## src/rtl/imem_boot_sequencer.sv

```systemverilog
// Boot sequencer: holds the core in reset, streams a length-prefixed byte image
// into instruction memory one 32-bit word at a time, then releases the core.
module imem_boot_sequencer #(
  parameter int ADDR_WIDTH     = 8,
  parameter int DEPTH          = 256,
  parameter int TIMEOUT_CYCLES = 1000
) (
  input  logic                  clk,
  input  logic                  reset,
  input  logic                  start,
  input  logic                  byte_valid,
  input  logic [7:0]            byte_data,
  output logic                  byte_ready,
  output logic                  imem_we,
  output logic [ADDR_WIDTH-1:0] imem_addr,
  output logic [31:0]           imem_wdata,
  output logic                  core_rst,
  output logic                  busy,
  output logic                  done,
  output logic                  error,
  output logic [2:0]            dbg_state
);

  localparam int TW = (TIMEOUT_CYCLES < 2) ? 1 : $clog2(TIMEOUT_CYCLES + 1);
  localparam logic [TW-1:0] TMO_LAST = TW'(TIMEOUT_CYCLES - 1);

  typedef enum logic [2:0] {
    S_IDLE   = 3'd0,
    S_LEN_LO = 3'd1,
    S_LEN_HI = 3'd2,
    S_DATA   = 3'd3,
    S_WRITE  = 3'd4,
    S_RUN    = 3'd5,
    S_ERROR  = 3'd6
  } state_t;

  state_t                r_state;
  state_t                w_next_state;
  logic [15:0]           r_len;
  logic [15:0]           r_words;
  logic [1:0]            r_byte_idx;
  logic [31:0]           r_word;
  logic [ADDR_WIDTH-1:0] r_addr;
  logic [TW-1:0]         r_tmo;

  logic                  w_accept;
  logic                  w_hs;
  logic                  w_tmo_hit;
  logic [15:0]           w_len;

  // Handshake: a byte moves on a rising edge where byte_valid && byte_ready;
  // byte_ready depends only on state, never combinationally on byte_valid.
  assign w_accept   = (r_state == S_LEN_LO) || (r_state == S_LEN_HI) || (r_state == S_DATA);
  assign w_hs       = byte_valid && w_accept;
  assign w_tmo_hit  = (r_tmo == TMO_LAST);
  assign w_len      = {byte_data, r_len[7:0]};
  assign byte_ready = w_accept;
  assign imem_addr  = r_addr;
  assign imem_wdata = r_word;
  assign dbg_state  = r_state;

  always_comb begin
    w_next_state = r_state;
    imem_we      = 1'b0;
    core_rst     = 1'b1;
    busy         = 1'b0;
    done         = 1'b0;
    error        = 1'b0;
    case (r_state)
      S_IDLE: begin
        if (start) w_next_state = S_LEN_LO;
      end
      S_LEN_LO: begin
        busy = 1'b1;
        if (w_hs)           w_next_state = S_LEN_HI;
        else if (w_tmo_hit) w_next_state = S_ERROR;
      end
      S_LEN_HI: begin
        busy = 1'b1;
        if (w_hs) begin
          if (w_len == 16'd0)                  w_next_state = S_RUN;
          else if ({1'b0, w_len} > 17'(DEPTH)) w_next_state = S_ERROR;
          else                                 w_next_state = S_DATA;
        end else if (w_tmo_hit) begin
          w_next_state = S_ERROR;
        end
      end
      S_DATA: begin
        busy = 1'b1;
        if (w_hs) begin
          if (r_byte_idx == 2'd3) w_next_state = S_WRITE;
        end else if (w_tmo_hit) begin
          w_next_state = S_ERROR;
        end
      end
      S_WRITE: begin
        busy    = 1'b1;
        imem_we = 1'b1;
        if (r_words + 16'd1 == r_len) w_next_state = S_RUN;
        else                          w_next_state = S_DATA;
      end
      S_RUN: begin
        core_rst = 1'b0;
        done     = 1'b1;
        if (start) w_next_state = S_LEN_LO;
      end
      S_ERROR: begin
        error = 1'b1;
        if (start) w_next_state = S_LEN_LO;
      end
      default: w_next_state = S_IDLE;
    endcase
  end

  always_ff @(posedge clk or negedge reset) begin
    if (!reset) begin
      r_state    <= S_IDLE;
      r_len      <= '0;
      r_words    <= '0;
      r_byte_idx <= '0;
      r_word     <= '0;
      r_addr     <= '0;
      r_tmo      <= '0;
    end else begin
      r_state <= w_next_state;

      // Idle-cycle counter restarts on every accepted byte and on any state change.
      if (!w_accept || w_hs || (w_next_state != r_state)) r_tmo <= '0;
      else                                                r_tmo <= r_tmo + TW'(1);

      case (r_state)
        S_IDLE, S_RUN, S_ERROR: begin
          if (start) begin
            r_len      <= '0;
            r_words    <= '0;
            r_byte_idx <= '0;
            r_word     <= '0;
            r_addr     <= '0;
          end
        end
        S_LEN_LO: if (w_hs) r_len[7:0]  <= byte_data;
        S_LEN_HI: if (w_hs) r_len[15:8] <= byte_data;
        S_DATA: begin
          if (w_hs) begin
            // Shift in from the top so the first byte lands in bits 7:0.
            r_word     <= {byte_data, r_word[31:8]};
            r_byte_idx <= r_byte_idx + 2'd1;
          end
        end
        S_WRITE: begin
          r_addr  <= r_addr + ADDR_WIDTH'(1);
          r_words <= r_words + 16'd1;
        end
        default: ;
      endcase
    end
  end

endmodule

```

## config.mk

```make
export PLATFORM = sky130hd
export DESIGN_NAME = imem_boot_sequencer
export DESIGN_NICKNAME = d
export VERILOG_FILES = /design/src/rtl/imem_boot_sequencer.sv
export SDC_FILE = /design/constraint.sdc
export NUM_CORES = 1
export LEC_CHECK = 0
export ABC_CLOCK_PERIOD_IN_PS = 1850
export BUFFER_PORTS_ARGS = -buffer_cell sky130_fd_sc_hd__buf_4
export CELL_PAD_IN_SITES_DETAIL_PLACEMENT = 1
export CELL_PAD_IN_SITES_GLOBAL_PLACEMENT = 2
export CORE_MARGIN = 3
export CORE_UTILIZATION = 33
export DETAILED_ROUTE_END_ITERATION = 10
export GPL_ROUTABILITY_DRIVEN = 0
export PLACE_DENSITY = 0.84
export SLEW_MARGIN = 20
export SYNTH_ARGS = -nofsm -noshare
export SYNTH_HDL_FRONTEND = slang
export SYNTH_SLANG_ARGS = --single-unit
```

## constraint.sdc

```tcl
create_clock -name clk -period 1.85 [get_ports clk]
set_input_delay 0 -clock clk [delete_from_list [all_inputs] [get_ports clk]]
set_output_delay 0 -clock clk [all_outputs]
set_load 0.01 [all_outputs]
```

==> results of run 1 <==
-- flip-flops by register name, summed over array words and instances (netlist names) --
name        flops
dbg_state       3
r_tmo          10
r_byte_idx      2
imem_wdata     32
r_len          16
r_words        16
imem_addr       8
-- kinds of logic (layout without fill, tap and decap cells) --
kind of cell	count (synthesis)	in the layout
compound gates	125	125
xor+xnor	33	33
fa+ha+maj	4	4
buf+inv	47	175
flops	87	87
mux	3	3
simple gates	146	146
-- path summary, 6_finish.rpt --
kind,cells after the start,to,start
worst max-delay path,7,dbg_state[1],r_words[12]
max in group asynchronous,3,r_len[9],reset
worst max register to register,7,dbg_state[1],r_words[12]
min in group asynchronous,2,r_words[3],reset
worst min register to register,1,imem_addr[7],imem_addr[7]
worst min-delay path,4,r_tmo[4],byte_valid
-- worst reg2reg max path: stages (launching register included) --
cell      delay, ps
dfrtp_1         400
nand4_1         170
buf_4           180
xnor2_1         130
or4b_4          490
a211oi_4        220
nand4_1         140
a21o_1          180
-- where the power goes --
part / switching, mW / leakage, nW / internal (mW)
logic: 1.83 / 1.43 / 1.66
registers: 0.424 / 1.19 / 2.32
clock network: 0.900 / 0.145 / 0.959
-- per-stage QoR --
step	std cells	setup TNS [ps]	power (mW)
after CTS	740	-184	8.04
after global routing	745	-410	8.62
after detailed placement	714	-303	6.08
after floorplan	445	-56.9	4.55
after global placement	714	-183	5.94
final	745	-300	8.09
-- layer usage --
layer	up-vias	share of wire [%]	track usage, %
met2	77	50	29.8
met5	-	0	0
li1	1848	-	-
met1	2053	45	24.8
met3	12	3.3	3.70
met4	0	1.2	4.96
-- area by class of cell --
class / count / area [µm²] / share of cell area (%)
Clock buffer: 9 / 225 / 3.80
Clock inverter: 7 / 75.1 / 1.27
Inverter: 22 / 85.1 / 1.43
Multi-Input combinational cell: 311 / 2040 / 34.4
Sequential cell: 87 / 2180 / 36.8
Tap cell: 172 / 215 / 3.63
Timing Repair Buffer: 137 / 1110 / 18.7
-- layout by cell type (no fill, tap or decap), types with 3 or more instances in the layout --
master,synthesis,routed
a22o_1,32,32
nand3_1,39,37
dfrtp_1,87,84
dfrtp_2,0,3
o31ai_1,5,5
buf_4,3,122
a21oi_1,21,20
clkbuf_16,0,9
nand4_1,6,6
xor2_1,8,8
a31oi_1,3,3
xnor2_1,25,24
buf_12,0,4
and3_1,8,6
nand2_1,28,27
nor3_1,4,4
o211ai_1,4,4
nand2b_1,4,3
nor4_1,4,3
dlygate4sd3_1,0,9
o21ai_0,17,17
nor2_1,35,34
ha_1,4,3
inv_8,0,3
inv_1,20,20
o21ai_1,27,26
-- repair_timing --
item | 4_1_cts | 5_1_grt
gates resized for setup | 6 | 14
endpoints found under the hold margin | 49 | 0
pin swaps | 6 | 5
hold buffers | 9 | 0
setup endpoints to repair | 3 | 19
setup buffers | 1 | 5
==> impl_metrics.toml, run 1 <==
[placement]
hpwlAfterDp_mm = 9.24
post_dp_cell_area_mm2 = 0.00541
io_buffer_count = 60
pre_cts_ws_ps = -176

[synthesis]
synth-main-ff-cell = "dfrtp_1"
yosys.cell_count.top_type = "dfrtp_1"
yosysUniqueCellTypes = 53
synth_common_cells = "87 x dfrtp_1, 39 x nand3_1, 35 x nor2_1"
synth-adder-area-share_pct = 1.15
syn_area_mm2 = 0.00434
synth_xor_area_share_pct = 6.65
synth_top_area_cell = "dfrtp_1"
ys_warn_count = 0
synth_compound_area_share_pct = 19.2
postSynthCellCount = 445
muxShareOfSynthArea_pct = 0.720
postSynthAreaPerCell_um2 = 9.76
synth_top_family_by_area = "compound AO/OA/AOI/OAI gates"
syn_nets = 461
synth_edf_count = 0
ys_ff_latch = 87
synth.area.top_cells = "dfrtp_1 50%, a22o_1 6.5%, xnor2_1 5.0%"
synth_top_area_share_pct = 50.1
synthSimpleGateAreaFrac_pct = 17.0
ys_seq_area_share_pct = 50.1
async_flop_share_pct = 100

[cts]
clk_pin_slew_worst_paths_ps = 70
htree_levels = 3
cts_buffer_depth = 2
clkLatencyLatePin_ps = 360
cts_sinks = 87
cts_made_buffers = 9
cts_tree = "built"
root_buffer = "clkbuf_16"

[pwr]
irDropWorstVdd_mv = 0.549
power_density_mw_per_mm2 = 1360
leakage_nw = 2.76

[global_route]
grt_start_max_net_pins = 57
track_usage_pct = 18.3
overflow = 0
grt_pass1_wl_mm = 21.3
grt_pass1_vias = 4085
antenna_found_initial = 0

[setup_path]
cp_slowest_cell = "or4b_4"
worst-setup-path-type = "reg2reg"
worstSetupEndpointType = "flip-flop"
crit_top_cell = "nand4_1"
r2r_setup_slack_ps = -160
cpPeakStageDelay_ps = 490
worstPathCellList = "nand4_1, buf_4, xnor2_1, or4b_4, a211oi_4, nand4_1, a21o_1"
cp.arrival_ps = 2250
required_ps = 2090
start_kind = "flip-flop"
critPathTopFamily = "simple AND/OR/NAND/NOR gates"
path_max_fanout = 3
critical_path_buf_inv_count = 1

[timing]
finalCritPeriodShare_pct = 108
fin_hold_ws_ps = 65.6
drv_slew = 0
max_freq_mhz = 498
hold_viol = 0
finalSetupViolations = 2
post-route-min-period_ps = 2010
tightest_slew_ps = 447
finalClockSkew_ps = 10.0
max_slew_margin_pct = 70.2
worst_slack_ps = -156
rsz0062_at_grt = "yes"

[run_status]
violations = "setup timing"
status = "finished with violations"

[final_layout]
area_growth_pct = 36.5
finalInstanceArea_mm2 = 0.00593
fillers = 1475
n_antenna_cell = 0
fin_util_pct = 46.6
drive_gt1_share_pct = 30.7
layout.nets = 584

[job]
maxCapViolations = 0

[min_path]
hold_class = "in2reg"

[die]
rows = 41
fp.dieW_um = 121
start_util_pct = 34.1
io_pins = 61
die-area_mm2 = 0.0146
core_area_mm2 = 0.0127
fp.dieH_um = 121

[drt]
wl_per_cell_um = 17.6
drt-initial-drc-count = 226
vias_per_cell = 5.36
drt-total-wl_mm = 13.1
via_count = 3990
drt-pass1-iter-count = 4
post-route-drc-count = 0
ant_nets = 0
No activity file was read; power rests on OpenSTA's default activity.
==> run 2, diff against run 1 <==
- SKIP_CTS_REPAIR_TIMING: default -> 1
- SLEW_MARGIN: 20 -> default
==> impl_metrics.toml, run 2 (synthesis results as in run 1) <==
[run_status]
status = "finished with violations"
violations = "hold timing, setup timing"

[pwr]
intPower_mw = 4.94
clockPowerShare_pct = 23.0
power_frac_comb_pct = 43.0
power_density_mw_per_mm2 = 1370
pwr-share-seq_pct = 34.0
swShare_pct = 38.9
leakage_nw = 2.75
p_total_mw = 8.08
p_switching_mw = 3.15
irDropWorstVdd_mv = 0.551

[global_route]
grt_pass1_vias = 4041
grt_busiest_layer = "met2"
use_met1_pct = 24.6
antenna_found_initial = 0
track_usage_pct = 18.1
overflow = 0
grt_pass1_wl_mm = 21.1
grt_start_max_net_pins = 57
grt_use_met2_pct = 29.6
use_met3_pct = 3.74

[setup_path]
r2r_setup_slack_ps = -60
r2r-start = "r_words[1]"
critPathTopFamily = "simple AND/OR/NAND/NOR gates"
worst-setup-path-type = "reg2reg"
worstSetupEndpointType = "flip-flop"
critical_path_buf_inv_count = 0
start_kind = "flip-flop"
crit_path_start = "r_words[1]"
r2r_end = "dbg_state[1]"
reg2regPathDepth = 7
required_ps = 2100
cp.arrival_ps = 2160
worstPathCellList = "ha_4, and2_4, nand2_2, or4b_4, a211oi_4, nand4_1, a21o_1"
cpPeakStageDelay_ps = 490
path_max_fanout = 4
cp_slowest_cell = "or4b_4"

[die]
fp.dieW_um = 121
die-area_mm2 = 0.0146
rows = 41
core_area_mm2 = 0.0127
io_pins = 61
start_util_pct = 34.1
fp.dieH_um = 121

[final_layout]
layout.nets = 579
final_common_cell = "buf_4"
area_growth_pct = 35.8
fin_util_pct = 46.4
n_antenna_cell = 0
drive_gt1_share_pct = 30.8
fin_cells = 740
final_cell_mix = "118 x buf_4, 84 x dfrtp_1, 37 x nand3_1"
largest_reg_flops = 32

[drt]
wl_per_cell_um = 17.4
vias_per_cell = 5.31
post-route-drc-count = 0
ant_nets = 0
drt-initial-drc-count = 252
via_count = 3930
drt-total-wl_mm = 12.9
drt-pass1-iter-count = 4

[min_path]
min_path_cells = 3
min_from = "byte_data[5]"
hold_class = "in2reg"
worstHoldEndpoint = "imem_wdata[29]"

[cts]
htree_levels = 3
clk_pin_slew_worst_paths_ps = 70
root_buffer = "clkbuf_16"
clkLatencyLatePin_ps = 360
cts_sinks = 87
cts_made_buffers = 9
cts_tree = "built"
cts_buffer_depth = 2

[timing]
tightest_slew_ps = 447
finalClockSkew_ps = 9.58
worst_slack_ps = -61.1
max_freq_mhz = 523
finalSetupViolations = 2
drv_slew = 0
finalCritPeriodShare_pct = 103
post-route-min-period_ps = 1910
hold_viol = 1
rsz0062_at_grt = "yes"
fin_hold_ws_ps = -3.54
max_slew_margin_pct = 70.2

[placement]
io_buffer_count = 60
pre_cts_ws_ps = -176
hpwlAfterDp_mm = 9.24
dp_cells = 714

[job]
maxCapViolations = 0
-- run 2: final cells by class --
cell class	instances	area, µm²
Clock buffer	9	225
Clock inverter	7	75.1
Fill cell	1471	6820
Inverter	22	83.8
Multi-Input combinational cell	311	2050
Sequential cell	87	2180
Tap cell	172	215
Timing Repair Buffer	132	1070
-- run 2: metal layers --
metal,vias to the layer above,part of all wire [%]
met4,0,1.2
met2,64,50
li1,1838,-
met3,14,3.1
met1,2014,46
met5,-,0
-- run 2: through the flow --
step           instance area [µm²]  setup TNS [ps]
3_5_place_dp                  5410            -303
4_1_cts                       5710            -397
6_report                      5900            -111
2_1_floorplan                 4370           -56.9
5_1_grt                       5900            -369
3_3_place_gp                  5410            -183
-- run 2: worst max path at each step --
stage | cells past startpoint | slack, ps | end
detailed placement | 7 | -180 | dbg_state[1]
global route | 8 | -180 | dbg_state[1]
global placement | 6 | -120 | dbg_state[1]
CTS | 7 | -200 | dbg_state[1]
floorplan | 8 | -60 | dbg_state[1]
finish | 7 | -60 | dbg_state[1]
-- run 2: power by group through the flow --
stage | Sequential (mW) | Combinational (mW) | Clock, mW
6_report | 2.75 | 3.48 | 1.86
2_1_floorplan | 2.77 | 1.78 | 0
3_3_place_gp | 2.76 | 3.18 | 0
5_1_grt | 2.81 | 3.83 | 1.97
3_5_place_dp | 2.79 | 3.29 | 0
4_1_cts | 2.75 | 3.32 | 1.90
-- run 2: tightest hold or removal path, cell delays in order --
cell and delay [ps]:
buf_4 80, buf_4 110, a22o_2 130
